### config.mk
export PLATFORM = sky130hd
export DESIGN_NAME = status_link_tx
export DESIGN_NICKNAME = d
export VERILOG_FILES = /design/src/rtl/status_link_tx.sv
export SDC_FILE = /design/constraint.sdc
export NUM_CORES = 1
export LEC_CHECK = 0
export BUFFER_PORTS_ARGS = -buffer_cell sky130_fd_sc_hd__buf_2
export CELL_PAD_IN_SITES_DETAIL_PLACEMENT = 0
export CELL_PAD_IN_SITES_GLOBAL_PLACEMENT = 1
export CORE_MARGIN = 2
export CORE_UTILIZATION = 45
export DETAILED_ROUTE_END_ITERATION = 6
export GPL_ROUTABILITY_DRIVEN = 0
export GPL_TIMING_DRIVEN = 0
export PLACE_DENSITY_LB_ADDON = 0.1
export REMOVE_ABC_BUFFERS = 1
export SLEW_MARGIN = 20
export SYNTH_ARGS = -nofsm -noshare
export SYNTH_HDL_FRONTEND = slang
export SYNTH_SLANG_ARGS = --single-unit
### constraint.sdc
create_clock -name clk -period 4 [get_ports clk]
set_clock_uncertainty 0.15 [all_clocks]
set_input_delay 0.8 -clock clk [delete_from_list [all_inputs] [get_ports clk]]
set_output_delay 0.8 -clock clk [all_outputs]
set_load 0.02 [all_outputs]
### src/rtl/status_link_tx.sv
// Status-report transmitter: buffers 24-bit words in a small FIFO and
// serialises each word MSB-first as three bytes over a valid/ready link.
module status_link_tx #(
   parameter int DEPTH_LOG2 = 3
) (
   input  logic                  clk,
   input  logic                  rst_n,
   input  logic [23:0]           in_data,
   input  logic                  in_wr,
   output logic [7:0]            tx_data,
   output logic                  tx_valid,
   input  logic                  tx_ready,
   output logic [DEPTH_LOG2:0]   level,
   output logic                  overflow,
   input  logic                  ovf_clear
);

   localparam int DEPTH = 1 << DEPTH_LOG2;
   localparam logic [DEPTH_LOG2:0]   LVL_FULL = DEPTH[DEPTH_LOG2:0];
   localparam logic [DEPTH_LOG2:0]   LVL_ONE  = (DEPTH_LOG2 + 1)'(1'b1);
   localparam logic [DEPTH_LOG2-1:0] PTR_ONE  = DEPTH_LOG2'(1'b1);

   typedef enum logic [1:0] {
      ST_IDLE = 2'd0,
      ST_B2   = 2'd1,
      ST_B1   = 2'd2,
      ST_B0   = 2'd3
   } state_t;

   state_t                  state_r, state_s;
   logic [23:0]             mem_r [DEPTH];
   logic [DEPTH_LOG2-1:0]   wptr_r, rptr_r;
   logic [DEPTH_LOG2:0]     level_r;
   logic [23:0]             hold_r;
   logic [7:0]              tx_data_r, tx_data_s;
   logic                    tx_valid_r, tx_valid_s;
   logic                    overflow_r;
   logic                    fifo_empty_s, fifo_full_s, xfer_s;
   logic                    pop_s, push_s, drop_s;
   logic [23:0]             head_s;

   assign fifo_empty_s = (level_r == '0);
   assign fifo_full_s  = (level_r == LVL_FULL);
   assign xfer_s       = tx_valid_r & tx_ready;
   assign head_s       = mem_r[rptr_r];
   // A full FIFO still accepts a word when the same cycle frees a slot.
   assign push_s       = in_wr & (~fifo_full_s | pop_s);
   assign drop_s       = in_wr & fifo_full_s & ~pop_s;

   // FSM state register
   always_ff @(posedge clk or negedge rst_n) begin
      if (!rst_n) begin
         state_r <= ST_IDLE;
      end else begin
         state_r <= state_s;
      end
   end

   // Next-state logic; pop decisions use the pre-write FIFO level
   always_comb begin
      state_s = state_r;
      case (state_r)
         ST_IDLE: if (!fifo_empty_s) state_s = ST_B2; else state_s = ST_IDLE;
         ST_B2:   if (xfer_s) state_s = ST_B1; else state_s = ST_B2;
         ST_B1:   if (xfer_s) state_s = ST_B0; else state_s = ST_B1;
         ST_B0: begin
            if (xfer_s) begin
               if (!fifo_empty_s) state_s = ST_B2;
               else               state_s = ST_IDLE;
            end else begin
               state_s = ST_B0;
            end
         end
         default: state_s = ST_IDLE;
      endcase
   end

   // Output logic: pop strobe and next value of the registered byte outputs
   always_comb begin
      pop_s      = (state_s == ST_B2) && (state_r != ST_B2);
      tx_valid_s = 1'b0;
      tx_data_s  = tx_data_r;
      case (state_s)
         ST_B2: begin
            tx_valid_s = 1'b1;
            if (pop_s) tx_data_s = head_s[23:16];
            else       tx_data_s = tx_data_r;
         end
         ST_B1: begin
            tx_valid_s = 1'b1;
            tx_data_s  = hold_r[15:8];
         end
         ST_B0: begin
            tx_valid_s = 1'b1;
            tx_data_s  = hold_r[7:0];
         end
         default: begin
            tx_valid_s = 1'b0;
            tx_data_s  = tx_data_r;
         end
      endcase
   end

   // Registered link outputs and holding register
   always_ff @(posedge clk or negedge rst_n) begin
      if (!rst_n) begin
         tx_valid_r <= 1'b0;
         tx_data_r  <= 8'h00;
         hold_r     <= 24'h000000;
      end else begin
         tx_valid_r <= tx_valid_s;
         tx_data_r  <= tx_data_s;
         if (pop_s) hold_r <= head_s;
      end
   end

   // FIFO storage; stale contents are unreachable once pointers reset
   always_ff @(posedge clk) begin
      if (push_s) mem_r[wptr_r] <= in_data;
   end

   // FIFO pointers, occupancy counter and sticky overflow flag
   always_ff @(posedge clk or negedge rst_n) begin
      if (!rst_n) begin
         wptr_r     <= '0;
         rptr_r     <= '0;
         level_r    <= '0;
         overflow_r <= 1'b0;
      end else begin
         if (push_s) wptr_r <= wptr_r + PTR_ONE;
         if (pop_s)  rptr_r <= rptr_r + PTR_ONE;
         case ({push_s, pop_s})
            2'b10:   level_r <= level_r + LVL_ONE;
            2'b01:   level_r <= level_r - LVL_ONE;
            default: level_r <= level_r;
         endcase
         if (drop_s)         overflow_r <= 1'b1;
         else if (ovf_clear) overflow_r <= 1'b0;
      end
   end

   assign tx_data  = tx_data_r;
   assign tx_valid = tx_valid_r;
   assign level    = level_r;
   assign overflow = overflow_r;

endmodule

* Word level (Yosys, flattened, before mapping)
Memories as Yosys holds them, arrays and structs flattened.
Cells that the tools add are included.
** Word-level totals
- Register bits after elaboration :: 38
- Bits in latches :: 0
- RAM bits :: 192
- Bits in read-only memories :: 0
- Input bits :: 29
- Output and inout port bits :: 14
- Logic and storage cells :: 52
- Memories :: 1
** Cells by class
- $add $sub $neg :: 4
- Multiply operators :: 0
- Div/mod/pow operators :: 0
- $lt $le $gt $ge :: 0
- Eq/ne operators :: 11
- Shift-type cells :: 0
- Mux-type cells :: 13
- Bitwise gates (word level) :: 7
- Reduce and logical (&&, ||, !) cells :: 8
** Memories
- mem_r :: words 8, bits a word 24, read ports 1, clocked after Yosys merged registers in 0, write ports 1, line 31 : logic [23:0] mem_r [DEPTH];
** Operators with widths (number)
- case mux 8 bit (3 select lines) :: 1
- == test 2 bit (second input constant) :: 5
- two-way mux 8 bit :: 1
- case mux 2 bit (4 select lines) :: 1
- case mux 4 bit (2 select lines) :: 1
- two-way mux 1 bit :: 7
- adder 3 x 1 -> 3 bit (second input constant) :: 2
- == test 2 x 1 -> 1 bit (second input constant) :: 3
- adder 4 x 1 -> 4 bit (second input constant) :: 1
- AND 1 bit :: 4
- == test 4 bit (second input constant) :: 1
- zero test 4 bit :: 1
- two-way mux 2 bit :: 2
- nonzero test 2 bit :: 2
- subtractor 4 x 1 -> 4 bit (second input constant) :: 1
- nonzero test 3 bit :: 1
- OR reduction 3 bit :: 1
- zero test 2 bit :: 1
- inequality test 2 x 1 -> 1 bit (second input constant) :: 1
- inequality test 2 bit (second input constant) :: 1
- inverter 1 bit :: 2
- AND reduction 2 bit :: 1
- logical AND 1 bit :: 1
- OR 1 bit :: 1

* Depth between registers and ports, before layout
Gate-level depths: netlist of run 1.
- Word-level depth :: 10
- Depth in mapped cells :: 13
- Gate-level depth less buffers :: 11

* Worst setup path after synthesis of run 1
Ideal clock, no wire load.
- Path kind :: in2reg
- From :: in tx_ready
- To :: mem mem_r[0][0], enable pin
- Setup time :: 0.466 ns
- Data arrival time :: 3.558 ns
- Required time :: 3.384 ns
- Path slack :: -0.173 ns
- Cell stages on the path :: 3
- Buffers on the path :: 0
- Cell sequence :: nand2_1 > o2111a_1 > nor4_1
** Between the ends
- Word-level cells in the longest chain between the ends :: 9
- Elaborated cells on any way between the ends :: 11
- Those cells by class :: 1 x eq/ne; 6 x mux; 3 x bitwise; 1 x reduce/logical
** Ends and longest elaborated chain
- start, declared :: line 12 : input logic tx_ready,
- AND 1 bit * :: line 44 : assign xfer_s = tx_valid_r & tx_ready;
- two-way mux 2 bit (tied with other cells) :: line 67 : if (xfer_s) begin
- case mux 2 bit (4 select lines) * :: line 62 : case (state_r)
- == test 2 x 1 -> 1 bit * :: line 80 : pop_s = (state_s == ST_B2) && (state_r != ST_B2);
- logical AND 1 bit * :: line 80
- OR 1 bit * :: line 47 : assign push_s = in_wr & (~fifo_full_s | pop_s);
- AND 1 bit * :: line 47
- two-way mux 1 bit * :: line 119 : if (push_s) mem_r[wptr_r] <= in_data;
- two-way mux 1 bit (implied by the code) * :: line 119
- end, declared :: line 31
Every way passes the cells marked *; elsewhere a longest branch is shown, timed or not.

* Worst setup path after layout of run 1
- From :: reg tx_valid_r, in the netlist tx_valid
- To :: reg level_r[2], in the netlist level[2]
** Between the ends
- Word-level cells in the longest chain between the ends :: 9
- Elaborated cells on any way between the ends :: 13
- Those cells by class :: 3 x eq/ne; 5 x mux; 3 x bitwise; 2 x reduce/logical
** Ends and longest elaborated chain
- start, declared :: line 36 : logic tx_valid_r, tx_valid_s;
- start signal, assigned :: line 111 : tx_valid_r <= tx_valid_s;
- AND 1 bit * :: line 44
- two-way mux 2 bit (tied with other cells) :: line 67
- case mux 2 bit (4 select lines) * :: line 62
- == test 2 x 1 -> 1 bit * :: line 80
- logical AND 1 bit * :: line 80
- OR 1 bit :: line 47
- AND 1 bit :: line 47
- == test 2 x 1 -> 1 bit / == test 2 bit (equally long branches) :: line 132 : case ({push_s, pop_s})
- case mux 4 bit (2 select lines) / nonzero test 2 bit (equally long branches)
- end signal, assigned :: line 133 : 2'b10: level_r <= level_r + LVL_ONE;
- end signal, assigned :: line 134 : 2'b01: level_r <= level_r - LVL_ONE;
- end signal, assigned :: line 135 : default: level_r <= level_r;
- end, declared :: line 33 : logic [DEPTH_LOG2:0] level_r;
Marks and branches as above.
A chain may end at the register's enable or synchronous reset.

==> metrics.md, run 1 <==
| Metric | Value |
|---|---|
| Standard cell area after detailed placement | `~0.01 sq mm` |
| Row cnt | `52` |
| Cell class contributing the biggest share of worst-path delay | `simple AND/OR/NAND/NOR gates` |
| Maximum fanout encountered on the critical timing path | `38` |
| Actual transition at the worst max-transition pin | `865 ps` |
| Buffer levels on the longest clock path | `3` |
| Antenna Violating Nets Remaining | `0` |
| Initial antenna violation count | `0` |
| Cell count after synthesis | `about 530` |
| Final wirelength | `between 15 and 20 mm` |
| # Max-Cap Violations | `0` |
| Cell Chain, Critical Path | `nand2_1 > o21a_1 > nor2_4 > nand2_1 > xnor2_1 > ha_1 > nor4_1 > mux2i_1 > o21ai_0 > xor2_1` |
| Startpoint type of the worst setup path | `flip-flop` |
| Number of buffers created by CTS | `25` |
| Gr ovfl total | `0` |
| Clock input transition at the sequential cells of the worst setup and hold paths | `around 60 ps` |
| Count of flip-flops with a built-in enable after synthesis | `192` |
| CTS tree | `yes` |
| Worst slew margin relative to its limit | `42.3%` |
| Clock latency of the later-clocked register in the worst-skew pair | `approximately 520 ps` |
| Endpoint arrival time on the critical path | `roughly 3600 ps` |
| CTS H-Tree Depth | `1` |
| Final HPWL DP | `between 10 and 15 mm` |
| YS warnings | `0` |
| Reg2Reg Setup Slack | `roughly 730 ps` |
| Count of inserted antenna diode cells | `0` |
| Number of nets at the end of the flow | `between 600 and 700` |
| Critical path destination | `level[2]` |
| Critical path's most frequent cell | `nand2_1` |
| Largest cells by area after synthesis | `edfxtp_1 63%, dfrtp_1 10%, mux4_2 8.3%` |
| Type of the worst setup path | `reg2reg` |
| Minimum clock period after layout | `3270 ps` |
| Final setup violating endpoints | `0` |
| Critical path buffers and inverters | `0` |
| Die extent in y | `about 150 um` |
| Fraction of layout cells with a size suffix above 1 | `around a quarter` |
| Synthesized area | `0.00920 sq mm` |
| Vias in the first global route | `~5.1k` |
| Reg2Reg Depth | `10` |
| Peak clock frequency supported by timing | `between 0.3 and 0.4 GHz` |
| Area leader, netlist | `edfxtp_1` |
| RR Startpoint | `tx_valid` |
| Fraction of power consumed by the clock network | `between 20% and 30%` |
| Synth top area share | `a little over three fifths` |
| Worst path slowest cell | `nor2_4` |
| Leakage power of the design | `approximately 3.8 nW` |
| Register area share after synthesis | `roughly three quarters` |
| Overall power of the completed layout | `between 8 and 9 mW` |
| Overall die width | `between 100 and 150 um` |
| Critical Path Source | `tx_valid` |
| Largest stage delay on the critical path | `roughly 640 ps` |
| Number of different library cells in the post-synthesis netlist | `44` |
| Switching part of the total power | `32.3%` |
| Worst reg2reg endpoint | `level[2]` |
| Top Ports | `between 40 and 50` |
| Vias after detailed routing | `about 4.8k` |
| Mean Syn Cell Area | `~18 sq um` |
| Net Sw Power | `about 2.7 mW` |
| DRC errors left | `0` |
| Placeable core region | `around 0.020 sq mm` |
| Average vias per placed instance | `between 5 and 6` |
| Final std cell area, no fill | `about 0.011 sq mm` |
| Num Clock Sinks | `230` |
| Min Hold Slack | `between 200 and 250 ps` |
| Pin count of the biggest net entering global routing | `40` |
| Most frequently used flop master after synthesis | `edfxtp_1` |
| Critical path required time | `4290 ps` |
| Worst-case vdd ir drop | `~360 uV` |
| Initial core utilization | `45.6%` |
| First-pass GRT wire length | `approximately 30 mm` |
| Final number of hold-violating endpoints | `0` |
| Final-report max-slew violation count | `0` |
| Resize count post-CTS | `0` |
| Pre-Repair DR Iteration Count | `4` |
| Power density cells | `roughly 770 mW/mm^2` |
| Area growth from synthesis to layout | `17.1%` |
| Run status | `complete, no violations` |
| Seq cells post-synth | `230` |
| CP Capture Type | `flip-flop` |
| Unrepaired setup endpoints after global routing | `no` |
| Library cell used as clock root buffer | `clkbuf_16` |
| Buffer count from post-CTS setup fixing | `0` |
| Tcrit/Tclk final | `between 80% and 90%` |
| Share of total power in combinational logic | `roughly 31%` |
| Port buffer count | `42` |
| Number of design-rule violations left by the first detailed-router iteration | `between 200 and 300` |
| Hold-fix buffers, CTS | `0` |
| Power share of the sequential group | `between 40% and 50%` |
| Global router's overall resource usage | `18.3%` |
| Async set-or-reset flop fraction in the synthesized netlist | `~17%` |
| Average routed wire per standard cell | `between 20 and 25 um` |
| P_int | `5.61 mW` |
| Min-Delay Path Class | `in2async` |
| Number of cells on the critical path | `10` |
| Die footprint | `around 0.022 sq mm` |
## power by group through the flow
| stage | sequential, mW | combinational [mW] | clock [mW] |
|---|---|---|---|
| global placement | 3.79 | 2.21 | 0 |
| global route | 3.57 | 2.82 | 2.38 |
| detailed placement | 3.56 | 2.60 | 0 |
| finish | 3.50 | 2.57 | 2.23 |
| CTS | 3.51 | 2.61 | 2.29 |
| floorplan | 3.65 | 1.56 | 0 |
## metal layers
metal	global-route usage (%)	vias to the layer above	share of wire, %
met3	2.64	39	4.9
met2	29.8	118	48
met1	25.5	2470	44
li1	-	2220	-
met4	7.07	0	3.2
met5	0	-	0
## how the worst min path moves through the flow
stage | start | slack [ps] | depth (start not counted) | end
2_1_floorplan | rst_n | 350 | 0 | hold_r[0]
3_3_place_gp | tx_data[1] | 350 | 1 | tx_data[1]
3_5_place_dp | tx_data[1] | 350 | 1 | tx_data[1]
4_1_cts | rst_n | 270 | 1 | state_r[1]
5_1_grt | ovf_clear | 300 | 2 | overflow
6_report | rst_n | 240 | 1 | wptr_r[0]
## cell usage in the layout (no fill, tap or decap), types with 14 or more instances in the layout
cell type  synthesis  layout
a22oi_1           14      14
clkbuf_16          0      25
buf_4              1      14
dfrtp_1           38      35
edfxtp_1         192     192
mux2i_1           49      49
mux4_2            34      34
a21oi_1           41      41
nand2_1           31      31
nor2_1            25      22
buf_2             16      47
## cells in the mapped netlist (all sizes together) (2+ instances only)
cell type,instances
xnor2,4
mux4,34
nand2b,4
and2,2
nor3,6
edfxtp,192
buf,20
a31oi,2
clkbuf,9
mux2i,49
nor4,4
dfrtp,38
and3,7
xor2,5
or2,2
o21ai,4
nor2,26
inv,5
a21oi,42
nand2,31
nor2b,2
mux2,3
o32a,7
a22oi,14
ha,3
## flip-flops by register name (all words and copies together) (netlist names)
register	cells
overflow	1
state_r	2
hold_r	16
tx_valid	1
wptr_r	3
mem_r	192
level	4
rptr_r	3
tx_data	8
## worst register-to-register path: stages, from the launching register on
cell and delay [ps]:
dfrtp_1 350, nand2_1 460, o21a_1 440, nor2_4 640
nand2_1 160, xnor2_1 170, ha_1 210, nor4_1 230
mux2i_1 100, o21ai_0 110, xor2_1 180
## cells by family (layout without fill, tap and decap cells)
group / Yosys count / after routing / share of synthesized area (%)
flops: 230 / 230 / 73.0
xor+xnor: 9 / 9 / 0.857
buf+inv: 34 / 122 / 1.74
compound gates: 75 / 75 / 5.46
fa+ha+maj: 3 / 3 / 0.408
mux: 86 / 86 / 14.0
simple gates: 88 / 88 / 4.49
## stage by stage
step | TNS (ps) | util (%) | std cells | setup slack [ps]
CTS | 0 | 53.4 | 883 | 650
global placement | -464190 | 47.6 | 808 | -4000
floorplan | -27560 | - | 496 | -534
detailed placement | 0 | 49.5 | 837 | 126
finish | 0 | 53.4 | 883 | 728
global route | 0 | 53.4 | 883 | 352
## final cells by class
| type | count | area [sq um] |
|---|---|---|
| Fill cell | 1660 | 9400 |
| Sequential cell | 230 | 6730 |
| Multi-Input combinational cell | 261 | 2380 |
| Clock buffer | 31 | 648 |
| Timing Repair Buffer | 71 | 519 |
| Tap cell | 270 | 338 |
| Clock inverter | 15 | 145 |
| Inverter | 5 | 18.8 |
Note: power is estimated with default switching activity, not from simulation.
==> run 2, diff against run 1 <==
--- a/config.mk
+++ b/config.mk
@@ -5,6 +5,7 @@
 export SDC_FILE = /design/constraint.sdc
 export NUM_CORES = 1
 export LEC_CHECK = 0
+export ABC_AREA = 1
 export BUFFER_PORTS_ARGS = -buffer_cell sky130_fd_sc_hd__buf_2
 export CELL_PAD_IN_SITES_DETAIL_PLACEMENT = 0
 export CELL_PAD_IN_SITES_GLOBAL_PLACEMENT = 1
==> constraint.sdc (replaced) <==
create_clock -name clk -period 3.3 [get_ports clk]
set_clock_uncertainty 0.15 [all_clocks]
set_input_delay 0.66 -clock clk [delete_from_list [all_inputs] [get_ports clk]]
set_output_delay 0.66 -clock clk [all_outputs]
set_load 0.02 [all_outputs]
==> run 2 against run 1 <==
Via count is 22% higher. Critical path depth is 1 higher. Clock-buffer cell count is 3 higher. Non-clock buffer count is 13 lower. Sequential share of layout area is 0.11 points higher. Clock power is 9% higher. Power is 22% higher. Sequential power is 18% higher. First-iteration DRC count is 27% higher. Synthesized cell count is 45% higher. Register-to-register slack worse by 430 ps. Wire length is 8.2% higher.
==> metrics.md, run 2 <==
| Metric | Value |
|---|---|
| Run status | `complete, no violations` |
| Most frequently used flop master after synthesis | `edfxtp_1` |
| Minimum clock period after layout | `approximately 3000 ps` |
| Number of standard cells in the final layout excluding fillers | `roughly 1.1k` |
| Final-report max-slew violation count | `0` |
| Average routed wire per standard cell | `around 19 um` |
| First-pass GRT wire length | `approximately 33 mm` |
| Global router's overall resource usage | `19.7%` |
| Pre-Repair DR Iteration Count | `4` |
| Flip-flop count of the largest register, all copies and words added | `~190` |
| Top Ports | `43` |
| Fraction of layout cells with a size suffix above 1 | `14.0%` |
| Endpoint arrival time on the critical path | `3070 ps` |
| Commonest cells after routing, fill and taps aside | `192 x edfxtp_1, 126 x nor2_1, 114 x o21ai_0, 98 x nand2_1, 42 x buf_2` |
| Most frequent standard cell in the layout excluding fill and tap cells | `edfxtp_1` |
| Share of total power in combinational logic | `a little over a third` |
| Seq cells post-synth | `230` |
| Cell with the most instances after synthesis | `edfxtp_1` |
| Final setup violating endpoints | `0` |
| Vias in the first global route | `between 5k and 6k` |
| Type of the worst setup path | `reg2reg` |
| Crit path setup slack, layout | `~290 ps` |
| Number of different library cells in the post-synthesis netlist | `32` |
| Number of buffers created by CTS | `25` |
| Gr ovfl total | `0` |
| Library cell used as clock root buffer | `clkbuf_16` |
| Switching part of the total power | `a little under two fifths` |
| Final wirelength | `20.8 mm` |
| CTS H-Tree Depth | `1` |
| CTS tree | `yes` |
| Worst path slowest cell | `nor2_4` |
| Synthesized area | `0.00921 sq mm` |
| Utilization after layout | `53.3%` |
| Leakage power of the design | `3.85 nW` |
| CP Capture Type | `flip-flop` |
| Cell count after synthesis | `between 700 and 800` |
| Hold-fix buffers, CTS | `0` |
| Unrepaired setup endpoints after global routing | `no` |
| Cell count after placement | `1044` |
| Critical path buffers and inverters | `4` |
| Power share of the sequential group | `about 41%` |
| Initial antenna violation count | `0` |
| Initial core utilization | `45.7%` |
| DRC errors left | `0` |
| Maximum fanout encountered on the critical timing path | `15` |
| Largest stage delay on the critical path | `about 460 ps` |
| Cell Chain, Critical Path | `nand3_1 > a21oi_1 > inv_2 > nor2_4 > inv_2 > nand2_2 > nand2_2 > inv_1 > nand2_1 > nor2_4 > buf_16` |
| Register area share after synthesis | `between 70% and 80%` |
| Final number of hold-violating endpoints | `0` |
| Worst-case vdd ir drop | `426 uV` |
| Count of inserted antenna diode cells | `0` |
| Count of flip-flops with a built-in enable after synthesis | `192` |
| Number of nets at the end of the flow | `between 800 and 900` |
| Pin count of the biggest net entering global routing | `a little under 100` |
| YS warnings | `0` |
| Overall die width | `around 150 um` |
| # Max-Cap Violations | `0` |
| Fraction of power consumed by the clock network | `a little under a quarter` |
| Num Clock Sinks | `230` |
| Startpoint type of the worst setup path | `flip-flop` |
| Clock latency of the later-clocked register in the worst-skew pair | `510 ps` |
| Largest cells by area after synthesis | `edfxtp_1 63%, dfrtp_1 10%, o21ai_0 6.2%` |
| Buffer levels on the longest clock path | `3` |
| Die footprint | `0.0216 sq mm` |
| Antenna Violating Nets Remaining | `0` |
| Critical path required time | `approximately 3400 ps` |
| Die extent in y | `147 um` |
| Row cnt | `52` |
| P_int | `approximately 6.3 mW` |
| Number of design-rule violations left by the first detailed-router iteration | `about 360` |
| Average vias per placed instance | `between 5 and 6` |
| Cell class contributing the biggest share of worst-path delay | `simple AND/OR/NAND/NOR gates` |
| Vias after detailed routing | `5898` |
| Placeable core region | `a little over 0.02 sq mm` |
| Resize count post-CTS | `0` |
| Ranking of synthesized cells by instance count | `192 x edfxtp_1, 130 x nor2_1, 114 x o21ai_0` |
| Final HPWL DP | `12.3 mm` |
| Worst slack after detailed placement | `-583 ps` |
| Critical Path Source | `tx_valid` |
| Tcrit/Tclk final | `between 90% and 100%` |
| Actual transition at the worst max-transition pin | `1030 ps` |
| Power density cells | `942 mW/mm^2` |
| Largest register by flop count | `mem_r` |
| RR Startpoint | `tx_valid` |
| Mean Syn Cell Area | `roughly 12 sq um` |
| Clock input transition at the sequential cells of the worst setup and hold paths | `around 60 ps` |
| Worst slew margin relative to its limit | `30.7%` |
| Async set-or-reset flop fraction in the synthesized netlist | `between 10% and 20%` |
| Synth top area share | `a little over three fifths` |
| Area growth from synthesis to layout | `16.7%` |
| Net Sw Power | `3.79 mW` |
| Peak clock frequency supported by timing | `0.333 GHz` |
| Area leader, netlist | `edfxtp_1` |
| Min-Delay Path Class | `in2async` |
| Port buffer count | `between 40 and 50` |
run 2: cell types whose count changed in the layout (fill, tap and decap cells not counted), moves of 14 or more:
cell     delta
a21oi_1    -40
a22oi_1    -14
inv_1      +26
mux2i_1    -49
mux4_2     -34
nand2_1    +67
nand3_1    +22
nor2_1    +104
o21ai_0   +111
o22ai_1    +36
run 2: worst register-to-register path, stage by stage, from the launching register on:
cell     delay (ps)
dfrtp_1         370
nand3_1         130
a21oi_1         240
inv_2           120
nor2_4          360
inv_2           120
nand2_2          90
nand2_2          60
inv_1           120
nand2_1         250
nor2_4          470
buf_16          220
run 2: timing repair:
| action | 4_1_cts | 5_1_grt |
|---|---|---|
| setup buffers | 0 | 4 |
| pin swaps | 1 | 4 |
| endpoints found under the setup margin | 150 | 83 |
| gates cloned | 1 | 1 |
| endpoints found under the hold margin | 0 | 0 |
run 2: cell families (layout without fill, tap and decap cells):
group | after synthesis | count (layout) | synth area share, %
AO/OA/AOI/OAI | 179 | 179 | 11.0
XOR/XNOR | 3 | 3 | 0.285
adder cells (fa/ha/maj) | 3 | 3 | 0.408
buffers and inverters | 79 | 139 | 3.52
flip-flops | 230 | 230 | 72.9
AND/OR/NAND/NOR | 268 | 270 | 11.9
run 2: path summary, 6_finish.rpt:
path                                to  slack [ps]  cells after the start
min in group clk              overflow         190                      2
hold / removal              tx_data[6]         120                      1
max in group asynchronous    rptr_r[0]        2210                      1
setup / recovery           mem_r[1][8]         290                     11
hold reg to reg             hold_r[15]         350                      1
setup reg to reg           mem_r[1][8]         290                     11
run 2: cell type report:
| cell class | instances | area (sq um) |
|---|---|---|
| clock buffers | 34 | 659 |
| clock inverters | 10 | 51.3 |
| fillers | 1710 | 9420 |
| inverters | 37 | 144 |
| multi-input cells | 455 | 2230 |
| flip-flops and latches | 230 | 6720 |
| well taps | 270 | 338 |
| repair buffers | 58 | 601 |
run 2: routing by layer:
layer / vias to the layer above / global-route usage (%) / share of wire, %
li1: 2807 / - / -
met1: 2909 / 26.9 / 43
met2: 143 / 33.4 / 49
met3: 39 / 3.01 / 5.6
met4: 0 / 4.95 / 2.1
met5: - / 0 / 0
run 2: metrics by stage:
| stage | hold slack, ps | setup TNS (ps) | power (mW) | area [sq um] |
|---|---|---|---|---|
| finish | 123 | 0 | 10.1 | 10700 |
| global route | 190 | 0 | 10.8 | 10700 |
| CTS | 155 | 0 | 10.2 | 10700 |
| detailed placement | 339 | -80330 | 7.72 | 9960 |
| global placement | 333 | -388560 | 7.37 | 9570 |
| floorplan | 214 | -55270 | 6.26 | 9020 |
run 2: power by group through the flow:
| stage | clock network, mW | registers, mW | logic [mW] |
|---|---|---|---|
| 3_5_place_dp | 0 | 4.21 | 3.51 |
| 3_3_place_gp | 0 | 4.36 | 3.01 |
| 4_1_cts | 2.49 | 4.15 | 3.56 |
| 6_report | 2.43 | 4.14 | 3.55 |
| 5_1_grt | 2.61 | 4.22 | 4.00 |
| 2_1_floorplan | 0 | 4.24 | 2.03 |
==> run 3, diff against run 2 <==
--- a/config.mk
+++ b/config.mk
@@ -6,12 +6,12 @@
 export NUM_CORES = 1
 export LEC_CHECK = 0
 export ABC_AREA = 1
-export BUFFER_PORTS_ARGS = -buffer_cell sky130_fd_sc_hd__buf_2
 export CELL_PAD_IN_SITES_DETAIL_PLACEMENT = 0
 export CELL_PAD_IN_SITES_GLOBAL_PLACEMENT = 1
 export CORE_MARGIN = 2
 export CORE_UTILIZATION = 45
 export DETAILED_ROUTE_END_ITERATION = 6
+export DONT_BUFFER_PORTS = 1
 export GPL_ROUTABILITY_DRIVEN = 0
 export GPL_TIMING_DRIVEN = 0
 export PLACE_DENSITY_LB_ADDON = 0.1
==> run 3 against run 2 <==
Global-route usage up 0.18 points. Fmax decreased by 1.5%. Clock power rose by 23%. Final cell count fell by 3.2%. Worst hold slack worse by 49 ps. Setup slack lost 46 ps. Highest routed layer unchanged.
==> metrics.md, run 3 (synthesized netlist as in run 2, its figures left out) <==
| Metric | Value |
|---|---|
| Run status | `complete, no violations` |
| Clock input transition at the sequential cells of the worst setup and hold paths | `about 60 ps` |
| Worst path slowest cell | `dfrtp_1` |
| Clock latency of the later-clocked register in the worst-skew pair | `around 530 ps` |
| Cell class contributing the biggest share of worst-path delay | `simple AND/OR/NAND/NOR gates` |
| Average routed wire per standard cell | `19.9 um` |
| Number of nets at the end of the flow | `around 800` |
| Worst hold stages | `0` |
| Overall die width | `~150 um` |
| CTS tree | `yes` |
| Startpoint type of the worst setup path | `flip-flop` |
| Pin count of the biggest net entering global routing | `97` |
| Actual transition at the worst max-transition pin | `between 900 and 1000 ps` |
| Minimum clock period after layout | `around 3000 ps` |
| Number of buffers created by CTS | `26` |
| Cell count after placement | `1001` |
| Most frequent standard cell in the layout excluding fill and tap cells | `edfxtp_1` |
| CP Capture Type | `flip-flop` |
| CTS H-Tree Depth | `1` |
| Die extent in y | `approximately 150 um` |
| Reg2Reg Setup Slack | `roughly 250 ps` |
| Vias after detailed routing | `5807` |
| Min-Delay Endpoint | `mem_r[6][16]` |
| Average vias per placed instance | `approximately 5.5` |
| Initial antenna violation count | `0` |
| Largest register by flop count | `mem_r` |
| Worst-case vdd ir drop | `around 510 uV` |
| Initial core utilization | `about 46%` |
| Placeable core region | `0.0202 sq mm` |
| Standard cell area after detailed placement | `about 0.01 sq mm` |
| Pre-Repair DR Iteration Count | `4` |
| Area growth from synthesis to layout | `17.0%` |
| Fraction of layout cells with a size suffix above 1 | `between 10 and 15%` |
| Overall power of the completed layout | `~11 mW` |
| Peak clock frequency supported by timing | `0.328 GHz` |
| RR Startpoint | `level[2]` |
| Unrepaired setup endpoints after global routing | `no` |
| Final setup violating endpoints | `0` |
| Commonest cells after routing, fill and taps aside | `192 x edfxtp_1, 126 x nor2_1, 114 x o21ai_0, 98 x nand2_1, 36 x o22ai_1` |
| Buffer levels on the longest clock path | `3` |
| # Max-Cap Violations | `0` |
| Crit path setup slack, layout | `247 ps` |
| Antenna Violating Nets Remaining | `0` |
| Largest stage delay on the critical path | `~550 ps` |
| Num Clock Sinks | `230` |
| Hold path startpoint | `in_data[16]` |
| First-pass GRT wire length | `around 33 mm` |
| Setup TNS after final layout | `0 ps` |
| Min Hold Slack | `74.3 ps` |
| Final number of hold-violating endpoints | `0` |
| Tcrit/Tclk final | `~90%` |
| Maximum fanout encountered on the critical timing path | `14` |
| Port buffer count | `0` |
| Number of standard cells in the final layout excluding fillers | `1059` |
| Leakage power of the design | `3.81 nW` |
| Worst slack after detailed placement | `-478 ps` |
| Final-report max-slew violation count | `0` |
| Final std cell area, no fill | `between 0.01 and 0.015 sq mm` |
| Critical path buffers and inverters | `2` |
| Endpoint arrival time on the critical path | `about 3100 ps` |
| Power density cells | `between 900 and 1000 mW/mm^2` |
| Flip-flop count of the largest register, all copies and words added | `192` |
| Die footprint | `around 0.022 sq mm` |
| Vias in the first global route | `~5.8k` |
| Type of the worst setup path | `reg2reg` |
| Worst reg2reg endpoint | `mem_r[2][6]` |
| Gr ovfl total | `0` |
| Critical path required time | `roughly 3400 ps` |
| Cell Chain, Critical Path | `nor2_1 > nand2_1 > nand2_1 > nand2_2 > nand2_4 > nor2_4 > inv_2 > nand2_2 > nand2_2 > or2_4 > nor2_4 > buf_16` |
| Top Ports | `between 40 and 50` |
| DRC errors left | `0` |
| Reg2Reg Depth | `12` |
| Row cnt | `52` |
| Worst slew margin relative to its limit | `between 30% and 40%` |
| Number of design-rule violations left by the first detailed-router iteration | `around 330` |
| Library cell used as clock root buffer | `clkbuf_16` |
| Number of cells on the critical path | `12` |
| Final HPWL DP | `~12 mm` |
| Final wirelength | `21.1 mm` |
| Critical path's most frequent cell | `nand2_2` |
| Utilization after layout | `between 50 and 60%` |
| Count of inserted antenna diode cells | `0` |
| Global router's overall resource usage | `about a fifth` |
| Min-Delay Path Class | `in2reg` |
run 3: changes by cell type in the layout (fill, tap and decap cells not counted), sizes merged:
| cell | before | now |
|---|---|---|
| buf | 58 | 18 |
| inv | 36 | 37 |
| dlygate4sd3 | 0 | 1 |
| clkinvlp | 2 | 0 |
| bufinv | 0 | 5 |
run 3: how the worst max path moves through the flow:
stage          startpoint           end  slack, ps
6_report         level[2]   mem_r[2][6]        250
4_1_cts          tx_valid   mem_r[3][0]        120
2_1_floorplan   rptr_r[0]    tx_data[0]      -1290
5_1_grt          level[2]  mem_r[6][13]         10
3_5_place_dp     tx_ready   mem_r[1][5]       -480
3_3_place_gp    rptr_r[0]    tx_data[0]      -4190
run 3: layout make-up:
type / instances / area (sq um)
Sequential cell: 230 / 6720
Fill cell: 1686 / 9400
Clock inverter: 14 / 210
Clock buffer: 34 / 701
Multi-Input combinational cell: 455 / 2230
Inverter: 37 / 144
Tap cell: 270 / 338
Timing Repair Buffer: 19 / 425
run 3: worst register-to-register path: stages (launching register included):
cell and delay (ps):
dfrtp_1 550, nor2_1 80, nand2_1 100, nand2_1 70
nand2_2 90, nand2_4 110, nor2_4 360, inv_2 120
nand2_2 90, nand2_2 60, or2_4 290, nor2_4 450
buf_16 230
run 3: report_power, final:
group          total, mW  switching [mW]  internal (mW)
clock               3.00            1.11           1.89
sequential          4.24           0.488           3.75
combinational       3.36            2.26           1.11
total               10.6            3.85           6.75
run 3: what timing repair did:
item                                    4_1_cts  5_1_grt
hold buffers                                  2        0
hold endpoints to repair                     38        0
pin swaps                                     4        2
setup buffers                                 4        2
resized for setup                             0        0
endpoints found under the setup margin      192       29
cloned                                        2        0
run 3: per-layer routing:
| metal | vias up | share of wire (%) | GRT usage, % |
|---|---|---|---|
| li1 | 2742 | - | - |
| met5 | - | 0 | 0 |
| met2 | 140 | 47 | 32.5 |
| met3 | 42 | 5.5 | 4.13 |
| met4 | 0 | 2.1 | 5.67 |
| met1 | 2883 | 45 | 27.2 |
